### config.mk
export PLATFORM = sky130hd
export DESIGN_NAME = avalon_to_wb_bridge
export DESIGN_NICKNAME = d
export VERILOG_FILES = /design/src/rtl/avalon_to_wb_bridge.sv
export SDC_FILE = /design/constraint.sdc
export NUM_CORES = 1
export LEC_CHECK = 0
export ABC_CLOCK_PERIOD_IN_PS = 5300
export CAP_MARGIN = 20
export CORE_AREA = 4 4 107 109
export CTS_CLUSTER_DIAMETER = 200
export DETAILED_ROUTE_END_ITERATION = 16
export DIE_AREA = 0 0 111 113
export HOLD_SLACK_MARGIN = 0.05
export PLACE_DENSITY_LB_ADDON = 0.25
export SETUP_SLACK_MARGIN = 0.2
export SLEW_MARGIN = 20
export SYNTH_ARGS = -nofsm -noshare
export SYNTH_HDL_FRONTEND = slang
export SYNTH_SLANG_ARGS = --single-unit
export TNS_END_PERCENT = 1
### constraint.sdc
create_clock -name wb_clk_i -period 5.3 [get_ports wb_clk_i]
set_clock_uncertainty 0.05 [all_clocks]
set_input_delay 0.53 -clock wb_clk_i [delete_from_list [all_inputs] [get_ports wb_clk_i]]
set_output_delay 0.53 -clock wb_clk_i [all_outputs]
set_load 0.02 [all_outputs]
### src/rtl/avalon_to_wb_bridge.sv
// Avalon-MM slave to Wishbone B3 master bridge: one Avalon command at a time,
// single accesses become classic cycles, linear bursts become incrementing bursts.
`timescale 1ns/1ps

//  state | meaning
//  IDLE  | no cycle open; accepts reads at once, latches write commands
//  READ  | cyc/stb high, each terminated beat returns one readdatavalid
//  WRITE | cyc high, stb follows the Avalon write strobe beat by beat

module avalon_to_wb_bridge #(
   parameter int DW = 32,
   parameter int AW = 32
) (
   input  logic              wb_clk_i,
   input  logic              wb_rst_i,
   input  logic [AW-1:0]     s_av_address_i,
   input  logic [DW/8-1:0]   s_av_byteenable_i,
   input  logic              s_av_read_i,
   input  logic              s_av_write_i,
   input  logic [DW-1:0]     s_av_writedata_i,
   input  logic [7:0]        s_av_burstcount_i,
   output logic [DW-1:0]     s_av_readdata_o,
   output logic              s_av_readdatavalid_o,
   output logic [1:0]        s_av_response_o,
   output logic              s_av_waitrequest_o,
   output logic [AW-1:0]     wbm_adr_o,
   output logic [DW-1:0]     wbm_dat_o,
   output logic [DW/8-1:0]   wbm_sel_o,
   output logic              wbm_we_o,
   output logic              wbm_cyc_o,
   output logic              wbm_stb_o,
   output logic [2:0]        wbm_cti_o,
   output logic [1:0]        wbm_bte_o,
   input  logic [DW-1:0]     wbm_dat_i,
   input  logic              wbm_ack_i,
   input  logic              wbm_err_i,
   input  logic              wbm_rty_i,
   output logic              wr_err_o
);

   localparam int            SW   = DW / 8;
   localparam logic [AW-1:0] STEP = AW'(SW);
   localparam logic [1:0]    RESP_OKAY   = 2'b00;
   localparam logic [1:0]    RESP_SLVERR = 2'b10;

   typedef enum logic [1:0] {IDLE, READ, WRITE} state_t;

   state_t          state;
   logic            cyc;
   logic            we;
   logic [AW-1:0]   adr;
   logic [SW-1:0]   sel;
   logic [7:0]      beats_left;
   logic            burst;
   logic [DW-1:0]   readdata;
   logic            rdv;
   logic [1:0]      resp;
   logic            wr_err;
   logic            stb;
   logic            term;
   logic            waitreq;

   assign stb  = cyc & (~we | s_av_write_i);
   // A retry never consumes the beat, even if a misbehaving slave raises ack with it.
   assign term = stb & ~wbm_rty_i & (wbm_ack_i | wbm_err_i);

   always_ff @(posedge wb_clk_i) begin
      if (wb_rst_i) begin
         state      <= IDLE;
         cyc        <= 1'b0;
         we         <= 1'b0;
         adr        <= '0;
         sel        <= '0;
         beats_left <= '0;
         burst      <= 1'b0;
         readdata   <= '0;
         rdv        <= 1'b0;
         resp       <= RESP_OKAY;
         wr_err     <= 1'b0;
      end else begin
         rdv    <= 1'b0;
         wr_err <= 1'b0;
         case (state)
            IDLE: begin
               if (s_av_read_i || s_av_write_i) begin
                  adr        <= s_av_address_i;
                  beats_left <= (s_av_burstcount_i == 8'd0) ? 8'd1 : s_av_burstcount_i;
                  burst      <= (s_av_burstcount_i > 8'd1);
                  cyc        <= 1'b1;
                  if (s_av_read_i) begin
                     sel   <= s_av_byteenable_i;
                     we    <= 1'b0;
                     state <= READ;
                  end else begin
                     we    <= 1'b1;
                     state <= WRITE;
                  end
               end
            end
            READ, WRITE: begin
               if (term) begin
                  adr        <= adr + STEP;
                  beats_left <= beats_left - 8'd1;
                  if (state == READ) begin
                     readdata <= wbm_dat_i;
                     rdv      <= 1'b1;
                     resp     <= wbm_err_i ? RESP_SLVERR : RESP_OKAY;
                  end else begin
                     wr_err   <= wbm_err_i;
                  end
                  if (beats_left == 8'd1) begin
                     state <= IDLE;
                     cyc   <= 1'b0;
                     we    <= 1'b0;
                  end
               end
            end
            default: begin
               state <= IDLE;
               cyc   <= 1'b0;
               we    <= 1'b0;
            end
         endcase
      end
   end

   // Reads are accepted straight from IDLE; write beats are released as the slave ends them.
   always_comb begin
      waitreq = 1'b1;
      if (wb_rst_i)
         waitreq = 1'b1;
      else if (state == IDLE)
         waitreq = ~s_av_read_i;
      else if (state == WRITE)
         waitreq = ~term;
   end

   assign s_av_readdata_o      = readdata;
   assign s_av_readdatavalid_o = rdv;
   assign s_av_response_o      = resp;
   assign s_av_waitrequest_o   = waitreq;
   assign wbm_adr_o            = adr;
   assign wbm_dat_o            = s_av_writedata_i;
   assign wbm_sel_o            = we ? s_av_byteenable_i : (burst ? {SW{1'b1}} : sel);
   assign wbm_we_o             = we;
   assign wbm_cyc_o            = cyc;
   assign wbm_stb_o            = stb;
   assign wbm_cti_o            = (cyc && burst) ? ((beats_left > 8'd1) ? 3'b010 : 3'b111) : 3'b000;
   assign wbm_bte_o            = 2'b00;
   assign wr_err_o             = wr_err;

endmodule
# Word-level counts from Yosys, hierarchy flattened
# Cells that the tools add are included.
# Widths: inputs -> output; s select.
# word_totals
elab_cells,72
regBits,85
# classes
reduce_logical,13
eq_ne,6
muxes,28
magnitude_cmp,2
bitwise,10
add_sub_neg,2
# op_table
cell,count
$mux 32,2
$pmux 32 s2,1
$add 32x3->32 const B,1
$mux 8,3
$gt 8x1->1 const B,2
$pmux 8 s2,1
$reduce_and 3->1,4
$mux 2,5
$mux 1,9
$eq 8x1->1 const B,1
$logic_not 8->1,1
$mux 4,2
$sub 8x1->8 const B,1
$mux 3,2
$ne 2x2->1 const B,3
$not 1->1,5
$pmux 1 s2,2
$pmux 2 s2,1
$reduce_or 4->1,1
$and 1x1->1,3
$reduce_or 3->1,1
$eq 2x1->1 const B,1
$eq 2x2->1 const B,1
$logic_not 2->1,1
other kinds (6),7

# Logic depth before layout (Yosys ltp)
# depth
ltp_word,9
ltp_mapped,10
mapped_depth_nobuf,7

# Worst setup path before layout
# OpenSTA, ideal clock, no wires.
# synth_timing
path_type,reg-to-reg
startpoint,register state[1]
endpoint,"register adr[27], in the netlist wbm_adr_o[27]"
n_path_buf,2
stages_incl_launch_ff,10
required_ns,5.187
setup_time_ns,0.063
arrival_ns,2.581
setup_slack_ns,2.606
cell_sequence,dfxtp_1 > clkbuf_1 > inv_1 > ha_1 > buf_2 > inv_2 > o41a_1 > or2_1 > or4_1 > nand3_1
# synth_between
elab_chain_len,4
# synth_rtl
item,line,text
"start, declared",48,state_t state;
"start signal, assigned",69,state <= IDLE;
"start signal, assigned",93,state <= READ;
"start signal, assigned",96,state <= WRITE;
$eq 2x1->1 or $eq 2x2->1 (tied branches),83,case (state)
$reduce_or 2->1,83,
$ne 2x2->1 (no line) or $reduce_bool 2->1 (tied branches),-,
$reduce_and 3->1 (no line),-,
"end signal, assigned",86,adr <= s_av_address_i;
"end signal, assigned",102,adr <= adr + STEP;
"end, declared",51,logic [AW-1:0] adr;
# Several ways; a longest one is shown, not always the timed one.
# A chain may end at the register's enable or synchronous reset.

# Final worst setup path
# layout_timing
startpoint,input port s_av_write_i
endpoint,output port s_av_waitrequest_o
# layout_between
elab_chain_len,8
# layout_rtl
item,line,text
"start, declared",19,"input logic s_av_write_i,"
$or 1x1->1,63,assign stb = cyc & (~we | s_av_write_i);
$and 1x1->1,63,
$and 1x1->1 (2 in a row),65,assign term = stb & ~wbm_rty_i & (wbm_ack_i | wbm_err_i);
$not 1->1 (no line),-,
$mux 1,134,else if (state == WRITE)
$mux 1,132,else if (state == IDLE)
$mux 1,130,if (wb_rst_i)
"end, declared",25,"output logic s_av_waitrequest_o,"
# Every way passes these cells.

==> flow_metrics.env <==
export IMPL_synth_seq_cells=83
export IMPL_rsz0062_at_grt="false"
export IMPL_final_core_util=0.580
export IMPL_drc=0
export IMPL_ctsHoldBuffers=0
export IMPL_ys_warn_count=0
export IMPL_yosysTopAreaCell="dfxtp_1"
export IMPL_track_usage=0.217
export IMPL_cap_viol_max_count=0
export IMPL_hold_violations=0
export IMPL_h_tree_depth=3
export IMPL_synthArstFlopShare=0
export IMPL_setup_viol=0
export IMPL_gp_congestion=0.876
export IMPL_drt_wl_total_mm=14.1
export IMPL_core_mm2=0.0106
export IMPL_worstSkewPairLatency_ns=0.35
export IMPL_status="completed"
export IMPL_max_slew_margin=0.491
export IMPL_grt_pass1_wl_mm=22.8
export IMPL_cts_sinks=83
export IMPL_n_fill_cell=970
export IMPL_dp_hpwl_mm=10.0
export IMPL_setup_tns_ns=0
export IMPL_die_height_um=113
export IMPL_seq_area_mm2=0.00166
export IMPL_synthToLayoutAreaGrowth_pct=35.7
export IMPL_synth_cells=610
export IMPL_diodes=0
export IMPL_multiInputGateArea_mm2=0.00241
export IMPL_overflow=0
export IMPL_worstSetupPathType="in2out"
export IMPL_io_pins=228
export IMPL_fmax_mhz=311
export IMPL_ant_nets=0
export IMPL_yosys_most_used_dff="dfxtp_1"
export IMPL_ys_seq_area_frac=0.367
export IMPL_syn_area_mm2=0.00453
export IMPL_leakagePower_nw=2.08
export IMPL_end_kind="primary output"
export IMPL_die_w_um=111
export IMPL_synth_cell_types=57
export IMPL_period_share=0.606
export IMPL_cp_start_kind="input pin"
export IMPL_cts_buffers=9
export IMPL_start_util=0.427
export IMPL_synth_edf_count=0
export IMPL_netlist_area_leader_share=0.367
export IMPL_layout_min_cycle_time_ns=3.21
export IMPL_final_net_count=831
export IMPL_antenna_found_initial=0
export IMPL_clk_pin_slew_ns=0.09
export IMPL_crit_fanout=9
export IMPL_drt_first_pass_iters=5
export IMPL_io_buffers=160
export IMPL_post_cts_buffers=0
export IMPL_grt_start_max_net_pins=63
export IMPL_synth_avg_cell_area_um2=7.43
export IMPL_drive_above_1_share=0.0448
export IMPL_p_per_area_mw_per_mm2=414
export IMPL_slew_violations=0
export IMPL_cts_tree="built"
export IMPL_vias=4852
export IMPL_root_buffer="clkbuf_8"
export IMPL_tightestPinTransition_ns=0.763
export IMPL_die_area_mm2=0.0125
export IMPL_crit_required_ns=4.72
export IMPL_vias_per_cell=5.67
export IMPL_rows=38
export IMPL_grt_pass1_vias=4555
export IMPL_ir_drop_uv=222
export IMPL_post_cts_resized=0
export IMPL_post_drt_wl_per_cell_um=16.5
export IMPL_clock_path_buffers=2
export IMPL_synth_area_leaders="dfxtp_1 37%, nand2_1 10%, a21oi_1 8.2%, buf_4 6.0%, o21ai_0 3.5%"
export IMPL_arrival_ns=2.63
export IMPL_drt_iter0_drc=382
export IMPL_hold_path_class="reg2reg"
==> state kept, by name, summed over array words and instances, names as in the netlist, 2 cells and up <==
name	flops
s_av_readdata_o	32
wbm_adr_o	32
beats_left	8
sel	4
state	2
==> cells in the mapped netlist, drive strengths merged (4+ instances only) <==
cell,count
dfxtp,83
o31ai,7
nor2,30
nand2,122
buf,45
ha,6
a22oi,7
o21ai,32
o2bb2ai,5
or4,6
o22ai,5
nor2b,6
clkbuf,32
a31oi,7
inv,12
a211oi,11
a21oi,74
nor4,7
and4,4
o211ai,11
nand4,9
nor3,10
and2,5
or3,4
mux2i,4
and3,5
nand3,27
==> final timing paths <==
check / start / end / slack (ns) / cells after the start
worst max-delay path: s_av_write_i / s_av_waitrequest_o / 2.09 / 7
worst min-delay path: s_av_response_o[1] / s_av_response_o[1] / 0.41 / 2
worst max register to register: state[1] / beats_left[2] / 2.10 / 8
worst min register to register: s_av_response_o[1] / s_av_response_o[1] / 0.41 / 2
==> cell families after synthesis <==
family                   count (synthesis)  share of synthesized area
AO/OA/AOI/OAI                          180                      0.244
adder cells (fa/ha/maj)                  6                     0.0166
buffers and inverters                   90                      0.106
flip-flops                              83                      0.367
multiplexers                             7                     0.0163
other                                    1                   0.000828
AND/OR/NAND/NOR                        243                      0.250
==> critical path, stage by stage <==
cell and delay (ns):
clkdlybuf4s50_1 0.51, nor2b_1 0.12, nor3_2 0.59, nand3_1 0.15, nand2_1 0.09, nand2_1 0.06
clkdlybuf4s50_1 0.57
==> final cells by class <==
class / instances / area share
multi-input combinational: 439 / 0.392
inverter: 13 / 0.00794
timing repair buffer: 164 / 0.265
clock inverter: 5 / 0.0138
sequential: 83 / 0.270
tap: 140 / 0.0285
clock buffer: 11 / 0.0230
==> layer usage <==
layer  GRT usage  share of wire  vias up  wire (um)
li1            -              -     2338          -
met1       0.286           0.42     2279       5970
met2       0.360           0.48      216       6830
met3      0.0428          0.077       19       1090
met4      0.0673          0.017        0        239
met5           0              0        -          0
==> cell usage in the layout, fill, tap and decap left out, drive strengths merged, types with 3 or more instances in the layout <==
cell type,n
and2,5
nor2,30
or3,4
o22ai,5
mux2,3
buf,5
inv,13
nand4,9
o21ai,32
dfxtp,83
o2bb2ai,5
and3,5
and4,4
nand3,27
a21oi,74
o31ai,7
nand2,122
a31oi,7
mux2i,4
nor4,7
nor3,10
clkdlybuf4s50,159
a311oi,3
clkbuf,11
o211ai,11
ha,6
conb,3
or4,6
a22oi,7
a211oi,11
nor2b,6
==> stage by stage <==
step	setup WS, ns	area (um^2)	hold slack [ns]	power [mW]	instances
2_1_floorplan	2.61	4540	0.386	1.62	612
4_1_cts	2.11	6140	0.408	2.54	855
6_report	2.09	6150	0.408	2.54	855
3_3_place_gp	2.04	5910	0.392	1.99	839
5_1_grt	1.68	6150	0.430	2.71	855
3_5_place_dp	2.09	5920	0.396	2.02	839
==> where the power goes <==
group,internal (mW),switching [mW],total (mW)
Sequential,0.743,0.160,0.903
Clock,0.281,0.238,0.520
Combinational,0.472,0.647,1.12
Total,1.50,1.05,2.54
Note: power is estimated with default switching activity, not from simulation.
